<file path="src/rtl/exe_stage.sv">
// RV32I execute stage: operand forwarding, ALU, branch/jump resolution and the EX/MEM register.
// The result and the redirect are registered together, with valid/ready handshakes on both sides.
module exe_stage #(
    parameter int unsigned XLEN    = 32,
    parameter int unsigned RADDR_W = 5
) (
    input  logic               clk,
    input  logic               rst_n,
    input  logic               in_valid,
    output logic               in_ready,
    input  logic [XLEN-1:0]    in_pc,
    input  logic [RADDR_W-1:0] in_rs1_addr,
    input  logic [RADDR_W-1:0] in_rs2_addr,
    input  logic [XLEN-1:0]    in_rs1_data,
    input  logic [XLEN-1:0]    in_rs2_data,
    input  logic [XLEN-1:0]    in_imm,
    input  logic               in_op1_pc,
    input  logic               in_op2_imm,
    input  logic [3:0]         in_funct,
    input  logic [2:0]         in_br_type,
    input  logic               in_jalr,
    input  logic [RADDR_W-1:0] in_rd_addr,
    input  logic               in_rd_we,
    input  logic               fwd_mem_we,
    input  logic [RADDR_W-1:0] fwd_mem_rd,
    input  logic [XLEN-1:0]    fwd_mem_data,
    input  logic               fwd_wb_we,
    input  logic [RADDR_W-1:0] fwd_wb_rd,
    input  logic [XLEN-1:0]    fwd_wb_data,
    input  logic               flush,
    output logic               out_valid,
    input  logic               out_ready,
    output logic [XLEN-1:0]    out_result,
    output logic [XLEN-1:0]    out_store_data,
    output logic [RADDR_W-1:0] out_rd_addr,
    output logic               out_rd_we,
    output logic               redirect_valid,
    output logic [XLEN-1:0]    redirect_pc
);

    localparam int unsigned SHAMT_W = $clog2(XLEN);

    // ALU operation encoding
    localparam logic [3:0] FnAdd  = 4'd0;
    localparam logic [3:0] FnSub  = 4'd1;
    localparam logic [3:0] FnSll  = 4'd2;
    localparam logic [3:0] FnSlt  = 4'd3;
    localparam logic [3:0] FnSltu = 4'd4;
    localparam logic [3:0] FnXor  = 4'd5;
    localparam logic [3:0] FnSrl  = 4'd6;
    localparam logic [3:0] FnSra  = 4'd7;
    localparam logic [3:0] FnOr   = 4'd8;
    localparam logic [3:0] FnAnd  = 4'd9;
    localparam logic [3:0] FnPass = 4'd10;

    localparam logic [2:0] BrNone = 3'd0;
    localparam logic [2:0] BrEq   = 3'd1;
    localparam logic [2:0] BrNe   = 3'd2;
    localparam logic [2:0] BrLt   = 3'd3;
    localparam logic [2:0] BrGe   = 3'd4;
    localparam logic [2:0] BrLtu  = 3'd5;
    localparam logic [2:0] BrGeu  = 3'd6;
    localparam logic [2:0] BrJump = 3'd7;

    logic               r_out_valid;
    logic [XLEN-1:0]    r_out_result;
    logic [XLEN-1:0]    r_out_store_data;
    logic [RADDR_W-1:0] r_out_rd_addr;
    logic               r_out_rd_we;
    logic               r_redirect_valid;
    logic [XLEN-1:0]    r_redirect_pc;

    logic [XLEN-1:0]    w_fwd_rs1;
    logic [XLEN-1:0]    w_fwd_rs2;
    logic [XLEN-1:0]    w_op1;
    logic [XLEN-1:0]    w_op2;
    logic [SHAMT_W-1:0] w_shamt;
    logic [XLEN-1:0]    w_alu;
    logic               w_taken;
    logic [XLEN-1:0]    w_target;
    logic [XLEN-1:0]    w_result;
    logic               w_accept;

    assign in_ready = !r_out_valid || out_ready;
    assign w_accept = in_valid && in_ready && !flush;

    // MEM is younger than WB, so it takes priority; x0 is never forwarded
    always_comb begin
        w_fwd_rs1 = in_rs1_data;
        if (fwd_mem_we && (fwd_mem_rd == in_rs1_addr) && (in_rs1_addr != '0)) begin
            w_fwd_rs1 = fwd_mem_data;
        end else if (fwd_wb_we && (fwd_wb_rd == in_rs1_addr) && (in_rs1_addr != '0)) begin
            w_fwd_rs1 = fwd_wb_data;
        end
    end

    always_comb begin
        w_fwd_rs2 = in_rs2_data;
        if (fwd_mem_we && (fwd_mem_rd == in_rs2_addr) && (in_rs2_addr != '0)) begin
            w_fwd_rs2 = fwd_mem_data;
        end else if (fwd_wb_we && (fwd_wb_rd == in_rs2_addr) && (in_rs2_addr != '0)) begin
            w_fwd_rs2 = fwd_wb_data;
        end
    end

    assign w_op1   = in_op1_pc  ? in_pc  : w_fwd_rs1;
    assign w_op2   = in_op2_imm ? in_imm : w_fwd_rs2;
    assign w_shamt = w_op2[SHAMT_W-1:0];

    always_comb begin
        w_alu = '0;
        case (in_funct)
            FnAdd:   w_alu = w_op1 + w_op2;
            FnSub:   w_alu = w_op1 - w_op2;
            FnSll:   w_alu = w_op1 << w_shamt;
            FnSlt:   w_alu = {{(XLEN-1){1'b0}}, $signed(w_op1) < $signed(w_op2)};
            FnSltu:  w_alu = {{(XLEN-1){1'b0}}, w_op1 < w_op2};
            FnXor:   w_alu = w_op1 ^ w_op2;
            FnSrl:   w_alu = w_op1 >> w_shamt;
            FnSra:   w_alu = $unsigned($signed(w_op1) >>> w_shamt);
            FnOr:    w_alu = w_op1 | w_op2;
            FnAnd:   w_alu = w_op1 & w_op2;
            FnPass:  w_alu = w_op2;
            default: w_alu = '0;
        endcase
    end

    always_comb begin
        w_taken = 1'b0;
        case (in_br_type)
            BrNone:  w_taken = 1'b0;
            BrEq:    w_taken = (w_fwd_rs1 == w_fwd_rs2);
            BrNe:    w_taken = (w_fwd_rs1 != w_fwd_rs2);
            BrLt:    w_taken = ($signed(w_fwd_rs1) < $signed(w_fwd_rs2));
            BrGe:    w_taken = ($signed(w_fwd_rs1) >= $signed(w_fwd_rs2));
            BrLtu:   w_taken = (w_fwd_rs1 < w_fwd_rs2);
            BrGeu:   w_taken = (w_fwd_rs1 >= w_fwd_rs2);
            BrJump:  w_taken = 1'b1;
            default: w_taken = 1'b0;
        endcase
    end

    // JALR clears bit 0 of the computed target
    always_comb begin
        if ((in_br_type == BrJump) && in_jalr) begin
            w_target = (w_fwd_rs1 + in_imm) & {{(XLEN-1){1'b1}}, 1'b0};
        end else begin
            w_target = in_pc + in_imm;
        end
    end

    assign w_result = (in_br_type == BrJump) ? (in_pc + XLEN'(4)) : w_alu;

    // flush beats accept and drain; redirect only ever pulses for the cycle after an accept
    always_ff @(posedge clk or negedge rst_n) begin
        if (!rst_n) begin
            r_out_valid      <= 1'b0;
            r_out_result     <= '0;
            r_out_store_data <= '0;
            r_out_rd_addr    <= '0;
            r_out_rd_we      <= 1'b0;
            r_redirect_valid <= 1'b0;
            r_redirect_pc    <= '0;
        end else if (flush) begin
            r_out_valid      <= 1'b0;
            r_redirect_valid <= 1'b0;
        end else if (w_accept) begin
            r_out_valid      <= 1'b1;
            r_out_result     <= w_result;
            r_out_store_data <= w_fwd_rs2;
            r_out_rd_addr    <= in_rd_addr;
            r_out_rd_we      <= in_rd_we;
            r_redirect_valid <= w_taken;
            r_redirect_pc    <= w_target;
        end else begin
            r_redirect_valid <= 1'b0;
            if (out_ready) begin
                r_out_valid <= 1'b0;
            end
        end
    end

    assign out_valid      = r_out_valid;
    assign out_result     = r_out_result;
    assign out_store_data = r_out_store_data;
    assign out_rd_addr    = r_out_rd_addr;
    assign out_rd_we      = r_out_rd_we;
    assign redirect_valid = r_redirect_valid;
    assign redirect_pc    = r_redirect_pc;

endmodule
</file>
<file path="config.mk">
export PLATFORM = sky130hd
export DESIGN_NAME = exe_stage
export DESIGN_NICKNAME = d
export VERILOG_FILES = /design/src/rtl/exe_stage.sv
export SDC_FILE = /design/constraint.sdc
export NUM_CORES = 1
export LEC_CHECK = 0
export CORE_ASPECT_RATIO = 2
export CORE_UTILIZATION = 40
export CTS_CLUSTER_DIAMETER = 80
export CTS_CLUSTER_SIZE = 30
export DETAILED_ROUTE_END_ITERATION = 7
export PLACE_DENSITY = 0.67
export SKIP_CTS_REPAIR_TIMING = 1
export SKIP_LAST_GASP = 1
export SLEW_MARGIN = 15
export SYNTH_ARGS = -nofsm -noshare
export SYNTH_HDL_FRONTEND = slang
export SYNTH_SLANG_ARGS = --single-unit
</file>
<file path="constraint.sdc">
create_clock -name clk -period 3.25 [get_ports clk]
set_input_delay 0.4875 -clock clk [delete_from_list [all_inputs] [get_ports clk]]
set_output_delay 0.4875 -clock clk [all_outputs]
set_load 0.005 [all_outputs]
</file>
==> flow_summary_export.csv, run 1 <==
group,metric,value,unit
grt,gr-usage-all-layers,58.2,%
synthesis,ys_seq_elements,104,
outcome,error,"[ERROR GRT-0232] Routing congestion too high. Check the congestion heatmap in the GUI.",
placed_design,post-place-ws,-2.83,ns
grt,grt_max_degree,64,
synthesis,ys_seq_area_share,12.5,%
synthesis,synth_edf_count,0,
synthesis,async_flop_share,100,%
clock_tree,htreeDepth,3,
grt,overflow,9,
synthesis,synthCells,2845,
synthesis,ys.flop_type,"dfrtp_1",
outcome,lastStage,"global routing",
synthesis,ys_types,99,
die,fp.dieH,324,um
die,placementRows,117,
placed_design,globalplace.congestion,1.17,
placed_design,portBuffers,339,
synthesis,syn_nets,3290,
die,die_w,163,um
outcome,status,"aborted with a tool error",
die,num_io_pins,340,
die,start_util,40.6,%
clock_tree,cts_inserted_buffers,9,
synthesis,synth_area,20800,um^2
clock_tree,cts_root_buf,"clkbuf_16",
synthesis,ys_warn_count,0,
clock_tree,cts_buffer_depth,2,
clock_tree,clock-sinks,104,
placed_design,dp_hpwl,113000,um
synthesis,syn_area_per_cell,7.30,um^2
cell usage after synthesis (9+ instances only):
master	number	area share (%)
o22ai_1	33	0.99
nor2_1	223	4.0
clkbuf_1	112	2.0
a221oi_1	37	1.6
nor2b_1	30	0.90
a211oi_1	40	1.4
o31ai_1	46	1.7
or3_1	16	0.48
ha_1	206	12
buf_1	20	0.36
xnor2_1	74	3.1
o21bai_1	18	0.65
a31oi_1	63	1.9
o221ai_1	17	0.72
o2111ai_1	14	0.59
a221o_1	10	0.48
nor3_1	83	2.0
nor4_1	17	0.51
nand2b_1	26	0.78
a22oi_1	33	1.2
or4b_1	23	1.1
nand3_1	49	1.2
buf_2	33	0.80
o211ai_1	29	1.0
or2_2	11	0.33
a21oi_1	207	5.0
nand4_1	27	0.81
and3_1	27	0.81
a21o_1	45	1.6
buf_6	10	0.54
a211o_1	10	0.42
and2_1	18	0.54
inv_1	136	2.5
o21a_1	18	0.65
or4_1	9	0.33
nand2_1	316	5.7
mux2i_2	13	0.86
mux2i_1	200	9.6
a32oi_1	9	0.38
o21ai_0	219	5.3
dfrtp_1	104	13
a2111oi_0	11	0.46
xor2_1	35	1.5
through the flow:
| stage | std cells | cell area, um^2 | TNS, ns |
|---|---|---|---|
| detailed placement | 4736 | 33300 | -144.24 |
| floorplan | 2845 | 21700 | -63.36 |
| global placement | 4736 | 33300 | -138.16 |
| CTS | 4752 | 33600 | -115.08 |
routing by layer:
metal	GRT overflow	global-route usage, %
met4	6	66.4
met3	0	29.6
met5	0	1.14
met1	0	54.0
met2	3	86.4
cells by family after synthesis:
group,Yosys count,synth area share (%)
flops,104,12.5
fa+ha+maj,210,12.8
xor+xnor,109,4.60
buf+inv,322,6.50
compound gates,954,30.2
mux,234,12.2
simple gates,912,21.1
==> inputs of run 2 (changes only) <==
- CORE_ASPECT_RATIO: 2 -> not set
- CORE_UTILIZATION: 40 -> 25
- CTS_CLUSTER_DIAMETER: 80 -> not set
- CTS_CLUSTER_SIZE: 30 -> not set
- PLACE_DENSITY: 0.67 -> not set
- PLACE_DENSITY_LB_ADDON: not set -> 0.15
==> run 2 against run 1 <==
Net effect:
- synthesized area stayed put
- the flow now finishes, with violations (negative hold slack, negative setup slack)
- synthesized cell count unchanged
==> flow_summary_export.csv, run 2 <==
group,metric,value,unit
worst_setup_path,end_kind,"register",
cells_and_area,drive_gt1_share,36.5,%
clock_tree,htreeDepth,3,
clock_tree,cts_root_buf,"clkbuf_16",
clock_tree,cts_inserted_buffers,9,
timing,holdWs,-0.0287,ns
timing,grt_setup_unrepaired,"true",
detailed_routing,wl_per_cell,28.1,um
synthesis,netlist_top_cells_count,"316 x nand2_1, 223 x nor2_1, 219 x o21ai_0",
worst_setup_path,setup.worst_path.class,"in -> reg",
synthesis,synth_area_leaders,"dfrtp_1 13%, ha_1 12%, mux2i_1 9.6%, nand2_1 5.7%, o21ai_0 5.3%",
worst_setup_path,required,3.60,ns
detailed_routing,drt_pass1_iterations,6,
synthesis,ys_warn_count,0,
worst_setup_path,cp-start-kind,"primary input",
cells_and_area,nets,4605,
worst_setup_path,r2r_slack,0.63,ns
power_and_ir_drop,p_leak,16.5,nW
detailed_routing,viasPerCell,5.52,
grt,grt_max_degree,76,
cells_and_area,layout_common_cells,"1,074 x buf_4, 316 x clkdlybuf4s50_1, 312 x nand2_1, 209 x nor2_1, 182 x ha_1",
clock_tree,cts.clk_slew.worst_paths,0.12,ns
synthesis,synth_area,20800,um^2
run,cap_violations,0,
timing,hold_viol,10,
worst_setup_path,reg2reg_depth,12,
timing,period_needed,5.08,ns
worst_setup_path,r2r-start,"out_valid$_DFFE_PN0P_",
outcome,status,"finished with violations",
cells_and_area,seq_area,2600,um^2
grt,antenna_found_initial,10,
timing,fin_ws,-1.83,ns
cells_and_area,design_area,36200,um^2
placed_design,portBuffers,339,
cells_and_area,multi_input_area,18800,um^2
timing,relSlewSlack,29.5,%
synthesis,ys_seq_elements,104,
power_and_ir_drop,power_density,312,nW/um^2
outcome,violations,"negative hold slack, negative setup slack",
synthesis,ys.flop_type,"dfrtp_1",
grt,overflow,0,
placed_design,post-place-ws,-2.93,ns
placed_design,globalplace.congestion,1.07,
timing,skew,0.0269,ns
timing,setup_violations,62,
detailed_routing,first_iter_violations,2989,
grt,grt_pass1_wl,204000,um
grt,grt_pass1_vias,27697,
die,core,82100,um^2
synthesis,synthCells,2845,
timing,period_share,156,%
synthesis,ys_seq_area_share,12.5,%
timing,max_freq,197,MHz
die,placementRows,105,
die,num_io_pins,340,
die,start_util,25.3,%
die,die_area,84200,um^2
synthesis,synth_edf_count,0,
synthesis,async_flop_share,100,%
timing,slew_violations,0,
power_and_ir_drop,total_power,11.3,mW
placed_design,dpl_cell_area,34100,um^2
worst_setup_path,r2r_end,"out_result[21]$_DFFE_PN0P_",
timing,worstMarginPinSlew,1.05,ns
cells_and_area,nFillCells,8350,
timing,tns,-79.18,ns
die,fp.dieH,290,um
synthesis,ys_types,99,
min_path,min_path_type,"in -> async",
die,die_w,290,um
synthesis,yosysMostFrequentCell,"nand2_1",
worst_setup_path,arrival,5.43,ns
detailed_routing,ant_nets,0,
detailed_routing,routed_wl,147000,um
worst_setup_path,crit_fanout,4,
clock_tree,clock-sinks,104,
clock_tree,cts_buffer_depth,2,
detailed_routing,vias,28901,
clock_tree,clk_latency,0.45,ns
synthesis,syn_area_per_cell,7.30,um^2
cells_and_area,area_delta_synth_final,74.5,%
cells_and_area,final_common_cell,"buf_4",
grt,gr-usage-all-layers,33.4,%
placed_design,dp_hpwl,124000,um
clock_tree,cts_tree,"built",
synthesis,syn_nets,3290,
synthesis,synth.largest_area_cell,"dfrtp_1",
synthesis,synth_top_area_share,12.5,%
power_and_ir_drop,ir_worst_vdd,0.287,mV
detailed_routing,route.detailed.drc,0,
==> run 2: metal layers <==
| layer | share of wire (%) | wire, um | vias to the layer above | GRT usage [%] |
|---|---|---|---|---|
| met5 | 0.060 | 89 | - | 0 |
| met4 | 5.5 | 8150 | 14 | 15.9 |
| met3 | 9.7 | 14200 | 281 | 8.82 |
| met2 | 43 | 63400 | 1465 | 51.6 |
| met1 | 42 | 61400 | 13881 | 43.1 |
| li1 | - | - | 13260 | - |
==> run 2: critical path, cell delays in order <==
cell and delay (ns):
buf_12 0.11, xor2_4 0.17, or3_4 0.39, or4_4 0.53, a311o_2 0.45, nand2_8 0.09, ha_4 0.13, inv_2 0.04
fa_2 0.40, or2_4 0.26, a221oi_4 0.29, o221ai_4 0.21, a21o_4 0.27, o211ai_1 0.24, buf_4 0.16, a41o_1 0.21
nand2_2 0.11, buf_6 0.13, a211oi_2 0.22, a21oi_1 0.09, a22o_1 0.23, a32oi_1 0.19
==> run 2: how the worst max path moves through the flow <==
stage / start / cells past startpoint / to
2_1_floorplan: in_rs2_addr[4] / 22 / out_result[26]$_DFFE_PN0P_
3_3_place_gp: fwd_wb_rd[1] / 23 / out_result[29]$_DFFE_PN0P_
3_5_place_dp: fwd_wb_rd[1] / 23 / out_result[29]$_DFFE_PN0P_
4_1_cts: fwd_wb_rd[1] / 23 / out_result[29]$_DFFE_PN0P_
5_1_grt: in_rs2_addr[1] / 23 / out_result[26]$_DFFE_PN0P_
6_report: fwd_wb_rd[4] / 22 / out_result[30]$_DFFE_PN0P_
==> run 2: logic make-up after synthesis <==
kind of cell / count (synthesis) / share of synthesized area [%]
fa+ha+maj: 210 / 12.8
mux: 234 / 12.2
xor+xnor: 109 / 4.60
flops: 104 / 12.5
compound gates: 954 / 30.2
buf+inv: 322 / 6.50
simple gates: 912 / 21.1
==> run 2: where the power goes <==
| group | internal (mW) | total [mW] | switching (mW) |
|---|---|---|---|
| clock | 0.556 | 1.36 | 0.800 |
| combinational | 3.95 | 8.25 | 4.30 |
| sequential | 1.53 | 1.71 | 0.183 |
| total | 6.03 | 11.3 | 5.29 |
==> run 2: cell type report <==
cell class	count	area share [%]
antenna	4	0.0276
tap	1070	3.69
clock buffer	9	0.622
clock inverter	7	0.238
sequential	104	7.18
multi-input combinational	2419	51.9
inverter	141	1.47
timing repair buffer	1485	34.9
==> run 2: per-stage QoR <==
stage,utilization (%),instances
2_1_floorplan,-,2845
3_3_place_gp,41.5,5180
3_5_place_dp,41.5,5180
4_1_cts,41.9,5196
5_1_grt,44.1,5237
6_report,44.1,5239
No activity file was read; power rests on OpenSTA's default activity.
==> inputs of run 3 (changes only) <==
- CAP_MARGIN: not set -> 10
- CORE_ASPECT_RATIO: not set -> 0.9
==> run 3 against run 2 <==
Net effect:
- the flow finishes with violations (negative setup slack)
- via count grew 0.72%
- non-clock buffer count grew 9
- worst hold slack better by 0.078 ns
- core utilization up 1.4 points
- critical path depth unchanged
- sequential power is 2% higher
- highest routed layer unchanged
- count of clock-buffer cells in the layout unchanged
- combinational power is 2% higher
- cell count unchanged
==> flow_summary_export.csv, run 3 (synthesis gave the netlist of run 2 again) <==
group,metric,value,unit
clock_tree,cts_buffer_depth,2,
cells_and_area,final_common_cell,"buf_4",
clock_tree,cts.clk_slew.worst_paths,0.11,ns
detailed_routing,route.detailed.drc,0,
clock_tree,cts_tree,"built",
cells_and_area,area_delta_synth_final,79.1,%
die,core,81600,um^2
timing,skew,0.0191,ns
timing,grt_setup_unrepaired,"true",
timing,tns,-71.17,ns
die,die_area,84200,um^2
timing,period_needed,4.99,ns
placed_design,dp_hpwl,117000,um
timing,relSlewSlack,48.2,%
grt,overflow,0,
die,start_util,25.4,%
worst_setup_path,cp-start-kind,"primary input",
worst_setup_path,crit_path_start,"in_rs2_addr[3]",
cells_and_area,drive_gt1_share,39.3,%
timing,fin_ws,-1.74,ns
worst_setup_path,r2r-start,"out_valid$_DFFE_PN0P_",
detailed_routing,ant_nets,0,
worst_setup_path,required,3.57,ns
detailed_routing,wl_per_cell,26.9,um
power_and_ir_drop,ir_worst_vdd,0.294,mV
clock_tree,clock-sinks,104,
worst_setup_path,arrival,5.31,ns
power_and_ir_drop,power_density,310,nW/um^2
timing,worstMarginPinSlew,0.777,ns
worst_setup_path,crit_fanout,4,
clock_tree,htreeDepth,3,
grt,grt_pass1_vias,27224,
outcome,status,"finished with violations",
cells_and_area,layout_common_cells,"1,057 x buf_4, 316 x clkdlybuf4s50_1, 310 x nand2_1, 201 x nor2_1, 179 x ha_1",
detailed_routing,drt_pass1_iterations,6,
grt,antenna_found_initial,6,
die,fp.dieH,275,um
die,die_w,306,um
placed_design,dp_cells,5129,
min_path,min_path_type,"in -> async",
cells_and_area,nets,4615,
worst_setup_path,setup.worst_path.class,"in -> reg",
worst_setup_path,end_kind,"register",
timing,max_freq,200,MHz
detailed_routing,first_iter_violations,2928,
worst_setup_path,cp_top_family,"compound AO/OA/AOI/OAI gates",
placed_design,post-place-ws,-2.93,ns
worst_setup_path,reg2reg_depth,11,
worst_setup_path,slowest_delay,0.56,ns
placed_design,globalplace.congestion,1.03,
worst_setup_path,r2r_slack,0.44,ns
worst_setup_path,r2r_end,"out_result[19]$_DFFE_PN0P_",
detailed_routing,routed_wl,141000,um
die,num_io_pins,340,
die,placementRows,99,
clock_tree,clk_latency,0.43,ns
worst_setup_path,crit_buf_inv,5,
detailed_routing,vias,29110,
worst_setup_path,path_common_cell,"buf_6",
clock_tree,cts_inserted_buffers,9,
grt,gr-usage-all-layers,31.7,%
cells_and_area,final_cells,5239,
placed_design,portBuffers,339,
timing,holdWs,0.0498,ns
timing,slew_violations,0,
worst_setup_path,cp_cell_sequence,"buf_6 > buf_6 > xor2_4 > or3_4 > buf_6 > or4_4 > a311oi_2 > buf_4 > a21oi_4 > ha_4 > a21oi_4 > a211oi_2 > or2_4 > o211ai_1 > a21oi_2 > o41a_1 > a221oi_2 > buf_4 > mux2i_1 > nor2_1 > nor3_2 > a22oi_1",
grt,grt_max_degree,78,
power_and_ir_drop,p_leak,16.7,nW
clock_tree,cts_root_buf,"clkbuf_16",
worst_setup_path,crit_path_top_delay_cell,"o211ai_1",
outcome,violations,"negative setup slack",
grt,grt_pass1_wl,194000,um
detailed_routing,viasPerCell,5.56,
timing,hold_viol,0,
timing,period_share,154,%
run,cap_violations,0,
timing,setup_violations,61,
-- run 3: metrics by stage --
step | power, mW | instance area (um^2) | util [%]
after detailed placement | 9.12 | 33700 | 41.3
after global placement | 9.15 | 33700 | 41.3
after global routing | 12.0 | 37200 | 45.6
after CTS | 10.5 | 34000 | 41.7
after floorplan | 4.96 | 21700 | -
final | 11.5 | 37200 | 45.6
-- run 3: worst max-delay path by stage --
stage | end | slack [ns] | depth (start not counted)
after floorplan | out_result[26]$_DFFE_PN0P_ | -1.72 | 22
after global placement | out_result[0]$_DFFE_PN0P_ | -2.79 | 21
after detailed placement | out_result[22]$_DFFE_PN0P_ | -2.93 | 21
after CTS | out_result[22]$_DFFE_PN0P_ | -2.48 | 21
after global routing | out_result[29]$_DFFE_PN0P_ | -1.82 | 21
final | out_result[29]$_DFFE_PN0P_ | -1.74 | 22
-- run 3: report_power, final --
group	internal, mW	switching (mW)	total (mW)
clock network	0.565	0.813	1.38
registers	1.53	0.226	1.75
logic	4.09	4.31	8.40
-- run 3: routing by layer --
layer	vias to the layer above	wire (um)	track usage [%]
li1	13288	-	-
met1	14138	63400	44.0
met2	1441	60200	49.0
met3	237	11000	5.29
met4	6	6180	12.1
met5	-	69	0
-- run 3: layout make-up --
| class | count | area (um^2) |
|---|---|---|
| Antenna cell | 4 | 10.0 |
| Clock buffer | 9 | 225 |
| Clock inverter | 7 | 88.8 |
| Fill cell | 8175 | 44400 |
| Inverter | 141 | 546 |
| Multi-Input combinational cell | 2420 | 19500 |
| Sequential cell | 104 | 2600 |
| Tap cell | 1060 | 1330 |
| Timing Repair Buffer | 1494 | 12900 |
